--- src/rtl/nv_clk_gate_pkg.sv ---
// Shared definitions for the clock-gate controller: state encoding,
// counter widths and saturating counter helpers.
package nv_clk_gate_pkg;

  typedef enum logic [1:0] {
    CG_ON        = 2'd0,
    CG_IDLE_WAIT = 2'd1,
    CG_OFF       = 2'd2,
    CG_WAKE      = 2'd3
  } cg_state_e;

  localparam int IDLE_CNT_W = 8;
  localparam int WAKE_CNT_W = 4;

  // Saturating increment for the idle counter; holds at all-ones.
  function automatic logic [IDLE_CNT_W-1:0] idle_sat_inc(input logic [IDLE_CNT_W-1:0] v);
    logic [IDLE_CNT_W-1:0] res;
    if (v == {IDLE_CNT_W{1'b1}}) begin
      res = v;
    end else begin
      res = v + {{(IDLE_CNT_W-1){1'b0}}, 1'b1};
    end
    return res;
  endfunction

  // Saturating increment for the wake counter; holds at all-ones.
  function automatic logic [WAKE_CNT_W-1:0] wake_sat_inc(input logic [WAKE_CNT_W-1:0] v);
    logic [WAKE_CNT_W-1:0] res;
    if (v == {WAKE_CNT_W{1'b1}}) begin
      res = v;
    end else begin
      res = v + {{(WAKE_CNT_W-1){1'b0}}, 1'b1};
    end
    return res;
  endfunction

endpackage

--- src/rtl/nv_clk_gate_ctrl_power.sv ---
// Latch-based clock-gate cell. The enable is captured while clk is low so
// the gated clock never carries a truncated high pulse. Reset opens the gate.
module NV_CLK_gate_power (
  input  logic clk,
  input  logic clk_en,
  input  logic reset_,
  output logic clk_gated
);

  logic en_lat_r;

  // Transparent-low enable latch; forced open while reset is active.
  always_latch begin
    if (!reset_) begin
      en_lat_r <= 1'b1;
    end else if (!clk) begin
      en_lat_r <= clk_en;
    end
  end

  assign clk_gated = clk & en_lat_r;

endmodule

--- src/rtl/nv_clk_gate_ctrl.sv ---
// Clock-gate controller: turns the gated domain off after IDLE_CYC quiet
// cycles, wakes it on any request and grants requesters only once the
// gated clock has been running for WAKE_CYC cycles.
module nv_clk_gate_ctrl
  import nv_clk_gate_pkg::*;
#(
  parameter int NREQ     = 4,
  parameter int IDLE_CYC = 16,
  parameter int WAKE_CYC = 2
) (
  input  logic            clk,
  input  logic            reset,
  input  logic [NREQ-1:0] req,
  input  logic            force_on,
  output logic [NREQ-1:0] ack,
  output logic            clk_en,
  output logic            clk_gated,
  output logic [1:0]      cg_state,
  output logic            gate_off_pulse
);

  localparam logic [IDLE_CNT_W-1:0] IDLE_TERM = IDLE_CNT_W'(IDLE_CYC - 1);
  localparam logic [WAKE_CNT_W-1:0] WAKE_TERM = WAKE_CNT_W'(WAKE_CYC - 1);

  cg_state_e             state_r;
  cg_state_e             state_nxt_s;
  logic [IDLE_CNT_W-1:0] idle_cnt_r;
  logic [IDLE_CNT_W-1:0] idle_cnt_nxt_s;
  logic [WAKE_CNT_W-1:0] wake_cnt_r;
  logic [WAKE_CNT_W-1:0] wake_cnt_nxt_s;
  logic                  any_req_s;
  logic [NREQ-1:0]       ack_nxt_s;
  logic                  clk_en_nxt_s;
  logic                  gate_off_nxt_s;
  logic [NREQ-1:0]       ack_r;
  logic                  clk_en_r;
  logic                  gate_off_pulse_r;
  logic                  reset_n_s;

  assign any_req_s = (|req) | force_on;

  // State and counter registers.
  always_ff @(posedge clk or posedge reset) begin
    if (reset) begin
      state_r    <= CG_ON;
      idle_cnt_r <= {IDLE_CNT_W{1'b0}};
      wake_cnt_r <= {WAKE_CNT_W{1'b0}};
    end else begin
      state_r    <= state_nxt_s;
      idle_cnt_r <= idle_cnt_nxt_s;
      wake_cnt_r <= wake_cnt_nxt_s;
    end
  end

  // Next-state and counter update; a request always beats the idle terminal count.
  always_comb begin
    state_nxt_s    = state_r;
    idle_cnt_nxt_s = {IDLE_CNT_W{1'b0}};
    wake_cnt_nxt_s = {WAKE_CNT_W{1'b0}};
    case (state_r)
      CG_ON: begin
        if (!any_req_s) begin
          state_nxt_s = CG_IDLE_WAIT;
        end else begin
          state_nxt_s = CG_ON;
        end
      end
      CG_IDLE_WAIT: begin
        if (any_req_s) begin
          state_nxt_s = CG_ON;
        end else if (idle_cnt_r == IDLE_TERM) begin
          state_nxt_s = CG_OFF;
        end else begin
          state_nxt_s    = CG_IDLE_WAIT;
          idle_cnt_nxt_s = idle_sat_inc(idle_cnt_r);
        end
      end
      CG_OFF: begin
        if (any_req_s) begin
          state_nxt_s = CG_WAKE;
        end else begin
          state_nxt_s = CG_OFF;
        end
      end
      CG_WAKE: begin
        // Once started, a wake always runs to completion.
        if (wake_cnt_r == WAKE_TERM) begin
          state_nxt_s = CG_ON;
        end else begin
          state_nxt_s    = CG_WAKE;
          wake_cnt_nxt_s = wake_sat_inc(wake_cnt_r);
        end
      end
      default: begin
        state_nxt_s = CG_ON;
      end
    endcase
  end

  // Next values of the registered outputs, derived from the next state.
  always_comb begin
    ack_nxt_s      = {NREQ{1'b0}};
    clk_en_nxt_s   = 1'b1;
    gate_off_nxt_s = 1'b0;
    if (state_nxt_s == CG_ON) begin
      ack_nxt_s = req;
    end else begin
      ack_nxt_s = {NREQ{1'b0}};
    end
    if (state_nxt_s == CG_OFF) begin
      clk_en_nxt_s   = 1'b0;
      gate_off_nxt_s = (state_r != CG_OFF);
    end else begin
      clk_en_nxt_s   = 1'b1;
      gate_off_nxt_s = 1'b0;
    end
  end

  // Output registers.
  always_ff @(posedge clk or posedge reset) begin
    if (reset) begin
      ack_r            <= {NREQ{1'b0}};
      clk_en_r         <= 1'b1;
      gate_off_pulse_r <= 1'b0;
    end else begin
      ack_r            <= ack_nxt_s;
      clk_en_r         <= clk_en_nxt_s;
      gate_off_pulse_r <= gate_off_nxt_s;
    end
  end

  assign ack            = ack_r;
  assign clk_en         = clk_en_r;
  assign gate_off_pulse = gate_off_pulse_r;
  assign cg_state       = state_r;
  assign reset_n_s      = ~reset;

  NV_CLK_gate_power u_cg (
    .clk       (clk),
    .clk_en    (clk_en_r),
    .reset_    (reset_n_s),
    .clk_gated (clk_gated)
  );

endmodule

--- config.mk ---
export PLATFORM = sky130hd
export DESIGN_NAME = nv_clk_gate_ctrl
export DESIGN_NICKNAME = d
export VERILOG_FILES = /design/src/rtl/nv_clk_gate_pkg.sv /design/src/rtl/nv_clk_gate_ctrl_power.sv /design/src/rtl/nv_clk_gate_ctrl.sv
export SDC_FILE = /design/constraint.sdc
export NUM_CORES = 1
export LEC_CHECK = 0
export ABC_AREA = 1
export CAP_MARGIN = 15
export CORE_UTILIZATION = 47
export DETAILED_ROUTE_END_ITERATION = 7
export PLACE_DENSITY = 0.73
export SYNTH_ARGS = -nofsm -noshare
export SYNTH_HDL_FRONTEND = slang
export SYNTH_HIERARCHICAL = 1
export SYNTH_SLANG_ARGS = --single-unit
--- constraint.sdc ---
create_clock -name clk -period 1.2 [get_ports clk]
set_input_delay 0.24 -clock clk [delete_from_list [all_inputs] [get_ports clk]]
set_output_delay 0.24 -clock clk [all_outputs]
set_load 0.01 [all_outputs]
==> results of run 1 <==
[critical path, delay by kind of cell (launching register included)]
kind,cells,cell delay (ps)
AND/OR/NAND/NOR,1,70
buffers and inverters,2,150
latches,2,320
[through the flow]
| stage | TNS, ps | std cells | setup WS, ps |
|---|---|---|---|
| after floorplan | -289 | 123 | -145 |
| after global placement | -4650 | 179 | -845 |
| after detailed placement | -5910 | 179 | -849 |
| after CTS | -2320 | 198 | -625 |
| after global routing | -5080 | 206 | -706 |
| final | -4040 | 206 | -654 |
[timing repair]
| item | CTS | global route |
|---|---|---|
| pin swaps | 15 | 21 |
| hold buffers | 0 | 0 |
| resized for setup | 68 | 37 |
| buffers inserted | 11 | 10 |
| endpoints found under the setup margin | 28 | 28 |
[routing by layer]
layer,part of all wire [%],vias up,track usage (%)
li1,-,506,-
met1,37,541,26.7
met2,54,68,41.8
met3,6.1,19,9.26
met4,2.7,0,17.1
met5,0,-,0
[registers in the layout, indices dropped and copies added, names as in the netlist]
name and count:
u_cg/en_lat_r 1, cg_state 2, ack 4, wake_cnt_r 4
idle_cnt_r 8, clk_en 1, gate_off_pulse 1
[kinds of logic (layout without fill, tap and decap cells)]
group / count (synthesis) / count (layout) / synth area share [%]
compound gates: 12 / 12 / 5.98
buf+inv: 21 / 76 / 7.25
flops: 20 / 20 / 46.1
mux: 1 / 1 / 0.921
fa+ha+maj: 3 / 3 / 3.45
simple gates: 62 / 62 / 32.5
latches: 1 / 1 / 1.38
xor+xnor: 3 / 3 / 2.42
[cell usage after synthesis (all sizes together)]
master	number
a21oi	6
dfrtp	19
dfstp	1
dlxtp	1
ha	3
inv	21
mux2i	1
nand2	24
nand3	10
nand4	3
nor2	19
nor3	6
o21ai	5
o22ai	1
xor2	3
[cell usage in the layout (no fill, tap or decap), types with 2 or more instances in the layout]
cell type / Yosys / final
ha_4: 0 / 3
inv_2: 1 / 7
a21oi_2: 1 / 3
buf_4: 0 / 23
nand2_1: 21 / 10
buf_2: 0 / 6
nand3_2: 2 / 5
nand2_2: 2 / 9
buf_6: 0 / 10
xor2_1: 3 / 2
inv_1: 20 / 12
nand2_4: 1 / 5
o21ai_2: 0 / 4
nor3_2: 4 / 6
nor2_4: 3 / 6
a21oi_1: 5 / 2
nor2_2: 0 / 3
nor2_1: 16 / 10
dfrtp_1: 19 / 19
nand4_1: 2 / 2
clkdlybuf4s50_1: 0 / 6
nand3_4: 1 / 4
clkbuf_4: 0 / 8
[where the power goes]
group	total, uW	switching [uW]	internal [uW]
clock network	849	397	452
logic	296	164	132
registers	744	17.9	726
[final cells by class]
| class | instances | area, um^2 |
|---|---|---|
| repair buffers | 45 | 373 |
| clock buffers | 10 | 85.1 |
| well taps | 28 | 35.0 |
| multi-input cells | 81 | 717 |
| flip-flops and latches | 21 | 517 |
| fillers | 104 | 374 |
| clock inverters | 1 | 3.75 |
| inverters | 20 | 86.3 |
[final timing paths]
check                                           from                         to  slack, ps  cells after the start
setup / recovery            u_cg/en_lat_r$_DLATCH_P_                  clk_gated       -650                      4
setup reg to reg           idle_cnt_r[4]$_DFFE_PP0P_           clk_en$_DFF_PP1_       -230                      6
min in group clk                              req[3]           ack[3]$_DFF_PP0_        400                      3
max in group asynchronous                      reset           clk_en$_DFF_PP1_        730                      3
hold / removal                                 reset                 clock gate         60                      3
min in group asynchronous                      reset  wake_cnt_r[0]$_DFFE_PP0P_        200                      3
max in group gated                             reset                 clock gate        490                      3
hold reg to reg                     clk_en$_DFF_PP1_   u_cg/en_lat_r$_DLATCH_P_        530                      2
==> qor.csv, run 1 <==
stage;metric;value;unit
cells_and_area;final_area;0.00182;mm^2
yosys;synth_top_area_share;43.7;%
detailed_routing;drc;0;
floorplan;start_util;49.6;%
power;p_per_area;1040;mW/mm^2
outcome;violations;setup timing;
yosys;synth_cell_types;25;
clocking;clock_latency;440;ps
floorplan;core;0.00219;mm^2
sta;skew;33.2;ps
worst_setup_path;critPathSlowestCell;dlxtp_1;
sta;slew_viol_final;0;
sta;slew_headroom;81.8;%
sta;grt_setup_unrepaired;yes;
sta;setup_violations;27;
cells_and_area;nNetsFinal;189;
yosys;netlist_area;0.00109;mm^2
outcome;status;finished with violations;
sta;worstMarginPinSlew;271;ps
detailed_routing;drtAntennaViolNets;0;
place;dp.final_hpwl;1570;um
yosys;synth_cells;123;
worst_setup_path;start_kind;latch;
cells_and_area;diodes;0;
grt;grt_use_total;25.4;%
floorplan;die_y;50.1;um
cells_and_area;drive_above_1_share;61.8;%
place;place.gp.congestion;0.807;
grt;grt_pass1_vias;1100;
worst_setup_path;cp.required;960;ps
floorplan;row_count;17;
yosys;ys_warn_count;6;
grt;grt_pass1_wl;4500;um
detailed_routing;wl_per_cell;17.6;um
run;max_cap_violations;0;
power;p_leak;0.000868;uW
yosys;synth_seq_cells;21;
yosys;synthesis.nets;133;
floorplan;dieArea;0.00251;mm^2
yosys;yosysTopAreaCell;dfrtp_1;
detailed_routing;drt-initial-drc-count;42;
worst_setup_path;arrival;1610;ps
cells_and_area;final_core_util;82.9;%
power;vdd_drop_max;0.961;mV
sta;hold_viol;0;
detailed_routing;vias;1134;
cells_and_area;areaGrowthSynthToFinish;67.1;%
worst_setup_path;max_stage_delay;320;ps
worst_setup_path;crit_path_end_kind;output pin;
detailed_routing;dr.pass1.iters;5;
grt;antenna_found_initial;0;
clocking;cts.clk_slew.worst_paths;40;ps
sta;worst_slack;-654;ps
sta;hold_ws;63.8;ps
worst_setup_path;crit_chain;dlxtp_1 > nand2_1 > inv_2 > buf_6;
grt;globalRoute.totalOverflow;0;
detailed_routing;wl;3620;um
grt;grt_max_degree;22;
floorplan;die_w;50.1;um
place;portBuffers;15;
floorplan;boundaryPins;16;
yosys;avgSynthCellArea;8.84;um^2
detailed_routing;via_per_inst;5.50;
yosys;synthTopCellsByArea;dfrtp_1, nand2_1, inv_1;
clocking;cts_tree;yes;
worst_setup_path;crit_fanout;1;
worst_setup_path;path_class;latch2out;
place;dpl_cell_area;0.00138;mm^2
power;p_total;1890;uW
hold_path;hold_class;in2gate;
Note: power is estimated with default switching activity, not from simulation.
==> run 2: changes to the inputs <==
Settings changed: CORE_MARGIN from default to 1.
==> results of run 2 <==
No change in the layout: final DEF, timing and power equal those of run 1.
==> run 3: changes to the inputs <==
Settings changed: CORE_UTILIZATION 47 to 50, PLACE_DENSITY 0.73 to 0.74.
Clock period 1.2 ns to 2 ns, I/O delays scaled along.
==> run 3 against run 2 <==
Against the previous run:
- the run still ends with setup timing left
- clock power shrank 53%
- global-route usage decreased by 4.5 points
- die area shrank 5.8%
- via count fell by 23%
- clock skew increased by 110 ps
- combinational power fell by 55%
- final area fell by 26%
- non-clock buffer count down 29
- routed wire length shrank 44%
- critical path depth shrank 1
- largest cell class is now flip-flops and latches
- largest power group is now sequential cells
- highest routed layer unchanged
==> qor.csv, run 3 (synthesis gave the netlist of run 1 again) <==
stage;metric;value;unit
outcome;status;finished with violations;
outcome;violations;setup timing;
sta;slew_headroom;82.4;%
sta;skew;139;ps
floorplan;die_w;48.6;um
worst_setup_path;crit_chain;nand2_1 > inv_1 > buf_2;
place;dp_cells;166;
cells_and_area;drive_above_1_share;17.4;%
worst_setup_path;arrival;1820;ps
power;vdd_drop_max;0.449;mV
sta;hold_ws;445;ps
floorplan;dieArea;0.00236;mm^2
worst_setup_path;path_class;latch2out;
place;place.gp.congestion;0.848;
worst_setup_path;crit_fanout;1;
worst_setup_path;r2r_cells;2;
clocking;clock_latency;410;ps
detailed_routing;dr.pass1.iters;4;
sta;hold_viol;0;
floorplan;core;0.00200;mm^2
detailed_routing;vias;868;
sta;worst_slack;-223;ps
detailed_routing;wl;2030;um
grt;grt_pass1_wl;3640;um
floorplan;boundaryPins;16;
cells_and_area;fin_cells;176;
clocking;postCtsSetupBuffers;0;
detailed_routing;drc;0;
cells_and_area;nNetsFinal;159;
place;portBuffers;15;
detailed_routing;drt-initial-drc-count;21;
sta;slew_viol_final;0;
grt;grt_max_degree;22;
worst_setup_path;crit_buf_inv;2;
floorplan;start_util;54.3;%
power;p_total;980;uW
worst_setup_path;crit_path_end_kind;output pin;
worst_setup_path;critical_path.top_delay_family;latches;
cells_and_area;top_register;idle_cnt_r;
cells_and_area;diodes;0;
sta;setup_violations;2;
hold_path;hold_class;in2gate;
floorplan;row_count;16;
detailed_routing;wl_per_cell;11.5;um
grt;grt_pass1_vias;933;
cells_and_area;areaGrowthSynthToFinish;23.6;%
detailed_routing;drtAntennaViolNets;0;
clocking;cts.clk_slew.worst_paths;50;ps
place;dp.final_hpwl;1420;um
grt;globalRoute.totalOverflow;0;
run;max_cap_violations;0;
grt;antenna_found_initial;0;
worst_setup_path;worst-path-stages;3;
cells_and_area;final_common_cell;nand2_1;
power;p_per_area;729;mW/mm^2
place;dpl_cell_area;0.00128;mm^2
worst_setup_path;cp.required;1600;ps
worst_setup_path;critPathSlowestCell;dlxtp_1;
worst_setup_path;start_kind;latch;
cells_and_area;layout_common_cells;nand2_1, inv_1, dfrtp_1;
detailed_routing;via_per_inst;4.93;
cells_and_area;largest_reg_flops;8;
place;place_ws;-292;ps
floorplan;die_y;48.6;um
grt;grt_use_total;21.0;%
power;p_leak;0.000665;uW
hold_path;hold-path-cell-count;4;
cells_and_area;n_fill_cell;175;
worst_setup_path;max_stage_delay;310;ps
clocking;cts_tree;yes;
sta;grt_setup_unrepaired;yes;
cells_and_area;final_area;0.00134;mm^2
sta;worstMarginPinSlew;264;ps
==> run 3: path summary, 6_finish.rpt <==
check | endpoint | startpoint | slack (ps)
max reg2reg | u_cg/en_lat_r$_DLATCH_P_ | clk_en$_DFF_PP1_ | 250
max | clk_gated | u_cg/en_lat_r$_DLATCH_P_ | -220
min reg2reg | idle_cnt_r[0]$_DFFE_PP0P_ | idle_cnt_r[0]$_DFFE_PP0P_ | 510
max in group asynchronous | clk_en$_DFF_PP1_ | reset | 850
min | clock gate | reset | 440
min in group asynchronous | idle_cnt_r[7]$_DFFE_PP0P_ | reset | 880
min in group clk | idle_cnt_r[0]$_DFFE_PP0P_ | idle_cnt_r[0]$_DFFE_PP0P_ | 510
max in group gated | clock gate | reset | 530
==> run 3: layout make-up <==
class | count | area [um^2] | area share, %
multi-input cells | 81 | 492 | 36.6
flip-flops and latches | 21 | 517 | 38.5
repair buffers | 16 | 158 | 11.7
inverters | 20 | 75.1 | 5.59
well taps | 27 | 33.8 | 2.51
clock buffers | 10 | 65.1 | 4.84
clock inverters | 1 | 3.75 | 0.279
==> run 3: per-stage QoR <==
step / util (%) / setup TNS (ps)
floorplan: - / 0
global placement: 63.9 / -281
detailed placement: 63.9 / -292
CTS: 67.1 / -247
global route: 67.1 / -280
finish: 67.1 / -223
==> run 3: report_power, final <==
part	total, uW	switching [uW]	internal (uW)
Sequential	447	11.4	436
Clock	398	200	198
Combinational	134	66.0	68.3
Total	980	278	702
==> run 3: per-layer routing <==
layer	routed length [um]	global-route usage [%]	share of wire [%]
met5	0	0	0
met4	39	15.2	1.9
met3	81	8.81	4.0
met2	932	30.3	46
met1	972	24.8	48
==> run 3: worst reg2reg max path, cell delays in order, from the launching register on <==
cell	delay (ps)
dfstp_2	550
inv_1	40
nand2_1	50
==> run 3: timing repair <==
| action | 4_1_cts | 5_1_grt |
|---|---|---|
| gates cloned | 0 | 0 |
| endpoints found under the hold margin | 1 | 0 |
| gates resized for setup | 4 | 0 |
| hold buffers | 1 | 0 |
| pin swaps | 1 | 0 |
| endpoints found under the setup margin | 2 | 2 |
